### config.mk
export PLATFORM = sky130hd
export DESIGN_NAME = melody_sequencer
export DESIGN_NICKNAME = d
export VERILOG_FILES = /design/src/rtl/music_pkg.sv /design/src/rtl/melody_sequencer_tempo_tick.sv /design/src/rtl/melody_sequencer.sv
export SDC_FILE = /design/constraint.sdc
export NUM_CORES = 1
export LEC_CHECK = 0
export ABC_AREA = 1
export BUFFER_PORTS_ARGS = -buffer_cell sky130_fd_sc_hd__buf_2
export CAP_MARGIN = 15
export CORE_MARGIN = 2
export CORE_UTILIZATION = 61
export CTS_BUF_LIST = sky130_fd_sc_hd__clkbuf_4 sky130_fd_sc_hd__clkbuf_8 sky130_fd_sc_hd__clkbuf_16
export DETAILED_ROUTE_END_ITERATION = 8
export PLACE_DENSITY = 0.87
export SYNTH_ARGS = -nofsm -noshare
export SYNTH_HDL_FRONTEND = slang
export SYNTH_SLANG_ARGS = --single-unit
### constraint.sdc
create_clock -name CLK -period 4.5 [get_ports CLK]
set_clock_uncertainty 0.05 [all_clocks]
set_input_delay 0.9 -clock CLK [delete_from_list [all_inputs] [get_ports CLK]]
set_output_delay 0.9 -clock CLK [all_outputs]
set_load 0.005 [all_outputs]
### src/rtl/music_pkg.sv
// Shared melody/tone-generator definitions: FSM encodings, song entry layout,
// special note codes and the note-name constants used by the tone generator.
package music_pkg;

  localparam int unsigned ST_W = 3;
  localparam logic [ST_W-1:0] ST_IDLE  = 3'd0;
  localparam logic [ST_W-1:0] ST_FETCH = 3'd1;
  localparam logic [ST_W-1:0] ST_LOAD  = 3'd2;
  localparam logic [ST_W-1:0] ST_PLAY  = 3'd3;
  localparam logic [ST_W-1:0] ST_GAP   = 3'd4;

  localparam int unsigned ENTRY_W   = 12;
  localparam int unsigned NOTE_W    = 4;
  localparam int unsigned OCT_W     = 3;
  localparam int unsigned DUR_W     = 5;
  localparam int unsigned DUR_CNT_W = 6;
  localparam int unsigned NOTE_LSB  = 8;
  localparam int unsigned OCT_LSB   = 5;
  localparam int unsigned DUR_LSB   = 0;

  localparam logic [NOTE_W-1:0] NOTE_REST_MIN = 4'd12;
  localparam logic [NOTE_W-1:0] NOTE_END      = 4'd15;
  localparam logic [OCT_W-1:0]  OCTAVE_MAX    = 3'd5;

  localparam logic [NOTE_W-1:0] NOTE_A  = 4'd0;
  localparam logic [NOTE_W-1:0] NOTE_AS = 4'd1;
  localparam logic [NOTE_W-1:0] NOTE_B  = 4'd2;
  localparam logic [NOTE_W-1:0] NOTE_C  = 4'd3;
  localparam logic [NOTE_W-1:0] NOTE_CS = 4'd4;
  localparam logic [NOTE_W-1:0] NOTE_D  = 4'd5;
  localparam logic [NOTE_W-1:0] NOTE_DS = 4'd6;
  localparam logic [NOTE_W-1:0] NOTE_E  = 4'd7;
  localparam logic [NOTE_W-1:0] NOTE_F  = 4'd8;
  localparam logic [NOTE_W-1:0] NOTE_FS = 4'd9;
  localparam logic [NOTE_W-1:0] NOTE_G  = 4'd10;
  localparam logic [NOTE_W-1:0] NOTE_GS = 4'd11;

  // A zero duration field encodes the longest note, 32 ticks.
  function automatic logic [DUR_CNT_W-1:0] dur_ticks(input logic [DUR_W-1:0] d);
    return (d == '0) ? 6'd32 : {1'b0, d};
  endfunction

  function automatic logic [OCT_W-1:0] clamp_octave(input logic [OCT_W-1:0] o);
    return (o > OCTAVE_MAX) ? OCTAVE_MAX : o;
  endfunction

endpackage

### src/rtl/melody_sequencer_tempo_tick.sv
// Tempo prescaler: one-cycle tick every TICK_DIV enabled cycles, synchronous clear.
module tempo_tick #(
  parameter int unsigned TICK_DIV = 1000000
) (
  input  logic clk,
  input  logic rst,
  input  logic clr,
  input  logic en,
  output logic tick_c
);

  localparam int unsigned CNT_W = (TICK_DIV > 1) ? $clog2(TICK_DIV) : 1;

  logic [CNT_W-1:0] cnt_q, cnt_d;

  assign tick_c = en && (cnt_q == CNT_W'(TICK_DIV - 1));

  always_comb begin
    cnt_d = cnt_q;
    if (clr) begin
      cnt_d = '0;
    end else if (en) begin
      cnt_d = tick_c ? '0 : CNT_W'(cnt_q + 1'b1);
    end
  end

  always_ff @(posedge clk or posedge rst) begin
    if (rst) cnt_q <= '0;
    else     cnt_q <= cnt_d;
  end

endmodule

### src/rtl/melody_sequencer.sv
// Steps a synchronous song ROM and drives tone-generator note/octave selects.
// Define NOTE_GAP_EN to insert a one-tick silent gap after every entry.
module melody_sequencer
  import music_pkg::*;
#(
  parameter int unsigned CLK_HZ   = 16000000,
  parameter int unsigned TICK_DIV = 1000000,
  parameter int unsigned ADDR_W   = 5
) (
  input  logic              CLK,
  input  logic              RESET,
  input  logic              START,
  input  logic              STOP,
  input  logic              LOOP,
  output logic [ADDR_W-1:0] ROM_ADDR,
  input  logic [11:0]       ROM_DATA,
  output logic [3:0]        NOTE,
  output logic [2:0]        OCTAVE,
  output logic              NOTE_EN,
  output logic              BUSY,
  output logic              DONE
);

  if (TICK_DIV < 2 || CLK_HZ < TICK_DIV) begin : g_bad_params
    $error("melody_sequencer: TICK_DIV must be >= 2 and <= CLK_HZ");
  end

  logic [ST_W-1:0]      state_q, state_d;
  logic [ADDR_W-1:0]    rom_addr_q, rom_addr_d;
  logic [NOTE_W-1:0]    note_q, note_d;
  logic [OCT_W-1:0]     octave_q, octave_d;
  logic                 note_en_q, note_en_d;
  logic                 busy_q, busy_d;
  logic                 done_q, done_d;
  logic [DUR_CNT_W-1:0] dur_q, dur_d;
  logic                 tick_clr_c, tick_en_c, tick_c, advance_c;

  logic [NOTE_W-1:0] rom_note_c;
  logic [OCT_W-1:0]  rom_oct_c;
  logic [DUR_W-1:0]  rom_dur_c;

  assign rom_note_c = ROM_DATA[NOTE_LSB +: NOTE_W];
  assign rom_oct_c  = ROM_DATA[OCT_LSB  +: OCT_W];
  assign rom_dur_c  = ROM_DATA[DUR_LSB  +: DUR_W];

  tempo_tick #(.TICK_DIV(TICK_DIV)) u_tempo_tick (
    .clk    (CLK),
    .rst    (RESET),
    .clr    (tick_clr_c),
    .en     (tick_en_c),
    .tick_c (tick_c)
  );

  always_comb begin
    state_d    = state_q;
    rom_addr_d = rom_addr_q;
    note_d     = note_q;
    octave_d   = octave_q;
    note_en_d  = note_en_q;
    done_d     = 1'b0;
    dur_d      = dur_q;
    tick_clr_c = 1'b0;
    tick_en_c  = 1'b0;
    advance_c  = 1'b0;

    case (state_q)
      ST_IDLE: begin
        if (START && !STOP) begin
          rom_addr_d = '0;
          state_d    = ST_FETCH;
        end
      end
      ST_FETCH: state_d = ST_LOAD;
      ST_LOAD: begin
        if (rom_note_c == NOTE_END) begin
          if (LOOP) begin
            rom_addr_d = '0;
            state_d    = ST_FETCH;
          end else begin
            done_d  = 1'b1;
            state_d = ST_IDLE;
          end
        end else begin
          // Rests leave NOTE/OCTAVE at the last tone; only NOTE_EN is gated.
          if (rom_note_c < NOTE_REST_MIN) begin
            note_d    = rom_note_c;
            octave_d  = clamp_octave(rom_oct_c);
            note_en_d = 1'b1;
          end else begin
            note_en_d = 1'b0;
          end
          dur_d      = dur_ticks(rom_dur_c);
          tick_clr_c = 1'b1;
          state_d    = ST_PLAY;
        end
      end
      ST_PLAY: begin
        tick_en_c = 1'b1;
        if (tick_c) begin
          if (dur_q == DUR_CNT_W'(1)) begin
            note_en_d = 1'b0;
`ifdef NOTE_GAP_EN
            state_d   = ST_GAP;
`else
            advance_c = 1'b1;
`endif
          end else begin
            dur_d = DUR_CNT_W'(dur_q - 1'b1);
          end
        end
      end
`ifdef NOTE_GAP_EN
      ST_GAP: begin
        tick_en_c = 1'b1;
        if (tick_c) advance_c = 1'b1;
      end
`endif
      default: state_d = ST_IDLE;
    endcase

    if (advance_c) begin
      if (rom_addr_q != {ADDR_W{1'b1}}) begin
        rom_addr_d = ADDR_W'(rom_addr_q + 1'b1);
        state_d    = ST_FETCH;
      end else if (LOOP) begin
        rom_addr_d = '0;
        state_d    = ST_FETCH;
      end else begin
        done_d  = 1'b1;
        state_d = ST_IDLE;
      end
    end

    // STOP overrides every other transition once playback is underway.
    if (STOP && state_q != ST_IDLE) begin
      state_d   = ST_IDLE;
      note_en_d = 1'b0;
      done_d    = 1'b1;
    end

    busy_d = (state_d != ST_IDLE);
  end

  always_ff @(posedge CLK or posedge RESET) begin
    if (RESET) begin
      state_q    <= ST_IDLE;
      rom_addr_q <= '0;
      note_q     <= '0;
      octave_q   <= '0;
      note_en_q  <= 1'b0;
      busy_q     <= 1'b0;
      done_q     <= 1'b0;
      dur_q      <= '0;
    end else begin
      state_q    <= state_d;
      rom_addr_q <= rom_addr_d;
      note_q     <= note_d;
      octave_q   <= octave_d;
      note_en_q  <= note_en_d;
      busy_q     <= busy_d;
      done_q     <= done_d;
      dur_q      <= dur_d;
    end
  end

  assign ROM_ADDR = rom_addr_q;
  assign NOTE     = note_q;
  assign OCTAVE   = octave_q;
  assign NOTE_EN  = note_en_q;
  assign BUSY     = busy_q;
  assign DONE     = done_q;

endmodule

==> impl_metrics.yaml, run 1 <==
status:
  outcome: "finished, final reports clean"
cts:
  clock_path_buffers: 2
  cts.sinks: 44
  htree_levels: 2
  clk_pin_slew_ns: 0.08
  tritoncts: "yes"
  cts_buffers: 5
  clkLatencyLatePin_ns: 0.31
  post-cts-setup-buffers: 0
  hold_buffers: 0
  cts_root_buf: "clkbuf_8"
  cts_resized: 0
power_and_ir_drop:
  seqPwrFrac_pct: 50.1
  p_sw_mw: 0.303
  power.density_mw_per_mm2: 339
  pwr-share-clk_pct: 31.0
  ir_drop_uv: 211
  p_leak_nw: 1.56
  p_comb_share_pct: 18.8
  sw_frac_of_total_pct: 30.9
  p_int_mw: 0.679
synthesis:
  avgSynthCellArea_sq_um: 7.26
  synth_warnings: 0
  synth_cell_type_count: 29
  syn_inst: 356
  synth-seq-cells: 44
  ys_seq_area_share_pct: 42.6
  syn_nets: 378
  mappedNetlistArea_sq_mm: 0.00259
floorplanning:
  die_w_um: 69.1
  fp.dieH_um: 69.1
  fp.dieArea_sq_mm: 0.00478
  row_count: 23
  io_pins: 32
  core_area_sq_mm: 0.00403
  start_util_pct: 64.2
finish:
  fin_nets: 414
  drive_above_1_share_pct: 12.7
  syn_to_final_growth_pct: 12.2
  fillerInstances: 332
  final-seq-area_sq_mm: 0.00110
  antenna_cells: 0
  multi_input_area_sq_mm: 0.00131
  final_area_sq_mm: 0.00290
worst_setup_path:
  cp-end-kind: "flip-flop"
  worst-path-max-fanout: 11
  path_cells: "buf_2 -> nand2_1 -> nor2_1 -> nor2_1 -> nor2_1 -> nand2_1 -> nand2_1 -> o21bai_1 -> inv_1"
  startpoint_type: "input port"
  worst-path-buf-inv: 2
  slowest_stage: "nor2_1"
  crit_arrival_ns: 2.25
  slowest_delay_ns: 0.59
  worst-setup-path-type: "input port to flip-flop"
  crit_required_ns: 4.64
  crit_family: "simple AND/OR/NAND/NOR gates"
sta:
  final.period_utilization_pct: 46.9
  relSlewSlack_pct: 48.2
  tightest_slew_ns: 0.774
  holdWs_ns: 0.426
  period_minus_slack_ns: 2.11
  maxSlewViolCount: 0
  fmax_mhz: 474
  setup_tns_ns: 0
  final-hold-violation-count: 0
  setup-violations-final: 0
  setup_ws_ns: 2.39
  rsz0062_at_grt: "false"
route:
  post-route-drc-count: 0
  drt-total-wl_um: 5690
  first_iter_violations: 229
  routedWlPerCell_um: 12.8
  via_count: 2440
  vias_per_cell: 5.51
  firstDrtPassIters: 5
  ant_nets: 0
global_routing:
  antenna_found_initial: 0
  grt_overflow: 0
  grt_pass1_wl_um: 10300
  grt_pass1_vias: 2381
  track_usage_pct: 26.1
  grt_max_degree: 45
flow_run:
  maxCapViolCount: 0
place:
  gp_congestion: 0.941
  place_area_sq_mm: 0.00279
  port_buffers: 31
  pre_cts_ws_ns: 2.06
  dp_hpwl_um: 4120
min_path:
  hold_path_class: "flip-flop to flip-flop"
## synth_stat cells (all sizes together)
cell	number	share of area, %
nor2	50	7.6
buf	3	0.82
nor4	1	0.24
dfrtp	44	43
o31ai	1	0.29
a21oi	6	1.2
and3	2	0.48
ha	5	2.4
inv	41	6.0
o21ai	17	3.3
o22ai	1	0.24
nand3	38	7.4
nor3	5	1.6
nand4	14	3.6
conb	1	0.14
xnor2	1	0.34
xor2	13	4.4
o21bai	2	0.58
nand2	110	17
nand3b	1	0.29
## power groups by stage
stage / clock network [mW] / registers (mW) / logic [mW]
global route: 0.322 / 0.502 / 0.220
CTS: 0.309 / 0.491 / 0.186
finish: 0.305 / 0.492 / 0.185
floorplan: 0 / 0.488 / 0.135
detailed placement: 0 / 0.498 / 0.185
global placement: 0 / 0.496 / 0.175
## final cells by class
type / count / area share (%)
Sequential cell: 44 / 37.9
Multi-Input combinational cell: 268 / 45.1
Clock buffer: 5 / 2.37
Tap cell: 50 / 2.16
Clock inverter: 3 / 1.47
Inverter: 41 / 5.30
Timing Repair Buffer: 32 / 5.61
## kinds of logic after synthesis
logic type      Yosys count  share of synthesized area (%)
other cells               1                          0.145
fa+ha+maj                 5                           2.42
compound gates           27                           5.56
buf+inv                  44                           6.77
flops                    44                           42.6
simple gates            221                           37.8
xor+xnor                 14                           4.74
## per-layer routing
metal	share of wire (%)	GRT usage (%)
met4	1.5	7.63
met3	4.5	5.12
met1	46	33.4
met2	48	44.9
met5	0	0
## registers in the layout, summed over array words and instances (netlist names)
| register | flops |
|---|---|
| u_tempo_tick.cnt_q | 20 |
| dur_q | 6 |
| ROM_ADDR | 5 |
| NOTE | 4 |
| OCTAVE | 3 |
| state_q | 3 |
| BUSY | 1 |
| DONE | 1 |
| NOTE_EN | 1 |
## placed cells by master (no fill, tap or decap), drive strengths merged
cell type,n
nand3b,1
nor2,50
o21ai,17
inv,40
bufinv,1
clkbuf,5
xor2,13
o31ai,1
buf,32
ha,5
nand2,110
nand3,38
nand4,14
and3,2
dfrtp,44
clkinv,2
a21oi,6
o22ai,1
nor3,5
clkinvlp,1
conb,1
xnor2,1
o21bai,2
nor4,1
## worst paths after layout
path,start,end,slack (ns),depth (start not counted)
setup / recovery,ROM_DATA[10],state_q[1]$_DFF_PP0_,2.39,9
max in group asynchronous,RESET,u_tempo_tick.cnt_q[5]$_DFFE_PP0P_,3.34,3
hold reg to reg,OCTAVE[1]$_DFFE_PP0P_,OCTAVE[1]$_DFFE_PP0P_,0.43,2
min in group asynchronous,RESET,NOTE[3]$_DFFE_PP0P_,0.67,3
setup reg to reg,state_q[2]$_DFF_PP0_,u_tempo_tick.cnt_q[18]$_DFFE_PP0P_,2.45,5
hold / removal,OCTAVE[1]$_DFFE_PP0P_,OCTAVE[1]$_DFFE_PP0P_,0.43,2
## tightest hold or removal path: stages, from the launching register on
cell and delay (ns):
dfrtp_1 0.34, nand2_1 0.05, nand2_1 0.05
## stage by stage
step | power (mW) | instances | util (%)
floorplan | 0.623 | 356 | -
global placement | 0.672 | 435 | 69.3
detailed placement | 0.683 | 435 | 69.3
CTS | 0.986 | 443 | 72.0
global route | 1.04 | 443 | 72.0
finish | 0.982 | 443 | 72.0
Power figures use the tool's default switching activity.
==> inputs of run 2 (changes only) <==
Settings changed: CORE_UTILIZATION 61 to 58, PLACE_DENSITY 0.87 to 0.84.
Clock period 4.5 ns to 2 ns, I/O delays scaled along.
==> run 2 against run 1 <==
  * Sequential power increased by 130%
  * Combinational power increased by 130%
  * Worst hold slack got worse by 0.27 ns
  * Clock-buffer cell count unchanged
  * Cell area increased by 1.5%
  * Sequential share of layout area decreased by 0.56 points
  * Register-to-register slack got worse by 2.3 ns
  * Setup slack got worse by 2.2 ns
  * Via count about the same
  * Core utilization decreased by 3.9 points
  * Largest power group unchanged
  * Die area increased by 4.9%
  * Global-route usage decreased by 0.73 points
==> impl_metrics.yaml, run 2 (same netlist as run 1, synthesis figures left out) <==
worst_setup_path:
  slowest_stage: "dfrtp_1"
  startpoint_type: "flip-flop"
  slowest_delay_ns: 0.43
  cp-end-kind: "flip-flop"
  cpMostUsedCell: "ha_1"
  path_cells: "ha_1 -> and3_1 -> ha_1 -> inv_2 -> nor2_1 -> inv_1 -> nand4_1 -> nand3_1 -> nand2_1"
  crit_required_ns: 2.14
  worst-path-max-fanout: 6
  crit_arrival_ns: 1.97
  worst-setup-path-type: "flip-flop to flip-flop"
cts:
  clk_pin_slew_ns: 0.09
  tritoncts: "yes"
  htree_levels: 2
  post-cts-setup-buffers: 0
  clock_path_buffers: 2
  cts_root_buf: "clkbuf_8"
  clkLatencyLatePin_ns: 0.30
  cts_buffers: 5
  cts.sinks: 44
global_routing:
  track_usage_pct: 25.4
  grt_pass1_wl_um: 10300
  grt_max_degree: 45
  grt_pass1_vias: 2395
  grt_overflow: 0
  antenna_found_initial: 0
route:
  ant_nets: 0
  first_iter_violations: 221
  drt-total-wl_um: 5730
  routedWlPerCell_um: 12.7
  post-route-drc-count: 0
  vias_per_cell: 5.40
  via_count: 2442
  firstDrtPassIters: 4
finish:
  syn_to_final_growth_pct: 13.9
  fin_cells: 452
  final_cell_mix: "105 x nand2_1, 48 x nor2_1, 44 x dfrtp_1"
  final_util_pct: 68.1
  final-seq-area_sq_mm: 0.00110
  mostFrequentLayoutCell: "nand2_1"
  fillerInstances: 390
  fin_nets: 421
  antenna_cells: 0
  multi_input_area_sq_mm: 0.00132
  top_register: "u_tempo_tick.cnt_q"
  drive_above_1_share_pct: 15.0
  largest_reg_flops: 20
floorplanning:
  core_area_sq_mm: 0.00432
  die_w_um: 70.8
  fp.dieH_um: 70.8
  start_util_pct: 59.8
  io_pins: 32
  row_count: 24
  fp.dieArea_sq_mm: 0.00501
power_and_ir_drop:
  power_mw: 2.11
  power.density_mw_per_mm2: 717
  ir_drop_uv: 475
  p_leak_nw: 1.58
min_path:
  hold_path_class: "input port to asynchronous set/reset pin"
sta:
  period_minus_slack_ns: 1.83
  final-hold-violation-count: 0
  rsz0062_at_grt: "false"
  tightest_slew_ns: 0.617
  fmax_mhz: 547
  relSlewSlack_pct: 58.5
  final.period_utilization_pct: 91.4
  maxSlewViolCount: 0
  setup_tns_ns: 0
  setup-violations-final: 0
status:
  outcome: "finished, final reports clean"
place:
  place_inst: 444
  dp_hpwl_um: 4320
  gp_congestion: 0.989
  port_buffers: 31
flow_run:
  maxCapViolCount: 0
## run 2: layout make-up
cell class	count	area share, %
clock inverters	3	0.807
flip-flops and latches	44	37.4
well taps	52	2.21
inverters	41	5.23
repair buffers	39	7.31
clock buffers	5	2.34
multi-input cells	268	44.7
## run 2: metrics by stage
step / instance area, sq um / setup slack (ns) / hold slack [ns]
3_5_place_dp: 2850 / 0.139 / 0.414
5_1_grt: 2950 / 0.0122 / 0.232
2_1_floorplan: 2590 / 0.329 / 0.399
4_1_cts: 2940 / 0.127 / 0.189
6_report: 2950 / 0.171 / 0.160
3_3_place_gp: 2850 / 0.229 / 0.409
## run 2: worst paths after layout
check	startpoint	end	slack, ns	cells past startpoint
setup / recovery	ROM_ADDR[0]$_DFF_PP0_	ROM_ADDR[4]$_DFF_PP0_	0.17	9
hold / removal	RESET	NOTE[3]$_DFFE_PP0P_	0.16	3
setup reg to reg	ROM_ADDR[0]$_DFF_PP0_	ROM_ADDR[4]$_DFF_PP0_	0.17	9
hold reg to reg	NOTE[3]$_DFFE_PP0P_	NOTE[3]$_DFFE_PP0P_	0.43	2
max in group asynchronous	RESET	u_tempo_tick.cnt_q[13]$_DFFE_PP0P_	1.36	3
min in group CLK	ROM_DATA[9]	NOTE[1]$_DFFE_PP0P_	0.26	3
## run 2: timing repair
| item | in CTS | in global routing |
|---|---|---|
| hold buffers | 0 | 0 |
| gates resized for setup | 0 | 3 |
| setup endpoints to repair | 0 | 11 |
## run 2: power breakdown
part | internal (mW) | switching, mW | total [mW] | leakage, nW
Combinational | 0.171 | 0.261 | 0.431 | 0.962
Clock | 0.248 | 0.326 | 0.574 | 0.0404
Sequential | 0.998 | 0.110 | 1.11 | 0.575
Total | 1.42 | 0.697 | 2.11 | 1.58
## run 2: worst max-delay path: cells and delay by family (launching register included)
kind,cells,cell delay [ns]
flip-flops,1,0.43
buffers and inverters,2,0.15
adder cells (fa/ha/maj),2,0.42
AND/OR/NAND/NOR,5,0.66
## run 2: per-layer routing
metal  up-vias  part of all wire (%)  track usage, %
li1       1228                     -               -
met1      1146                    45            32.5
met2        62                    48            43.8
met3         6                   5.1            4.99
met4         0                   1.0            7.34
met5         -                     0               0
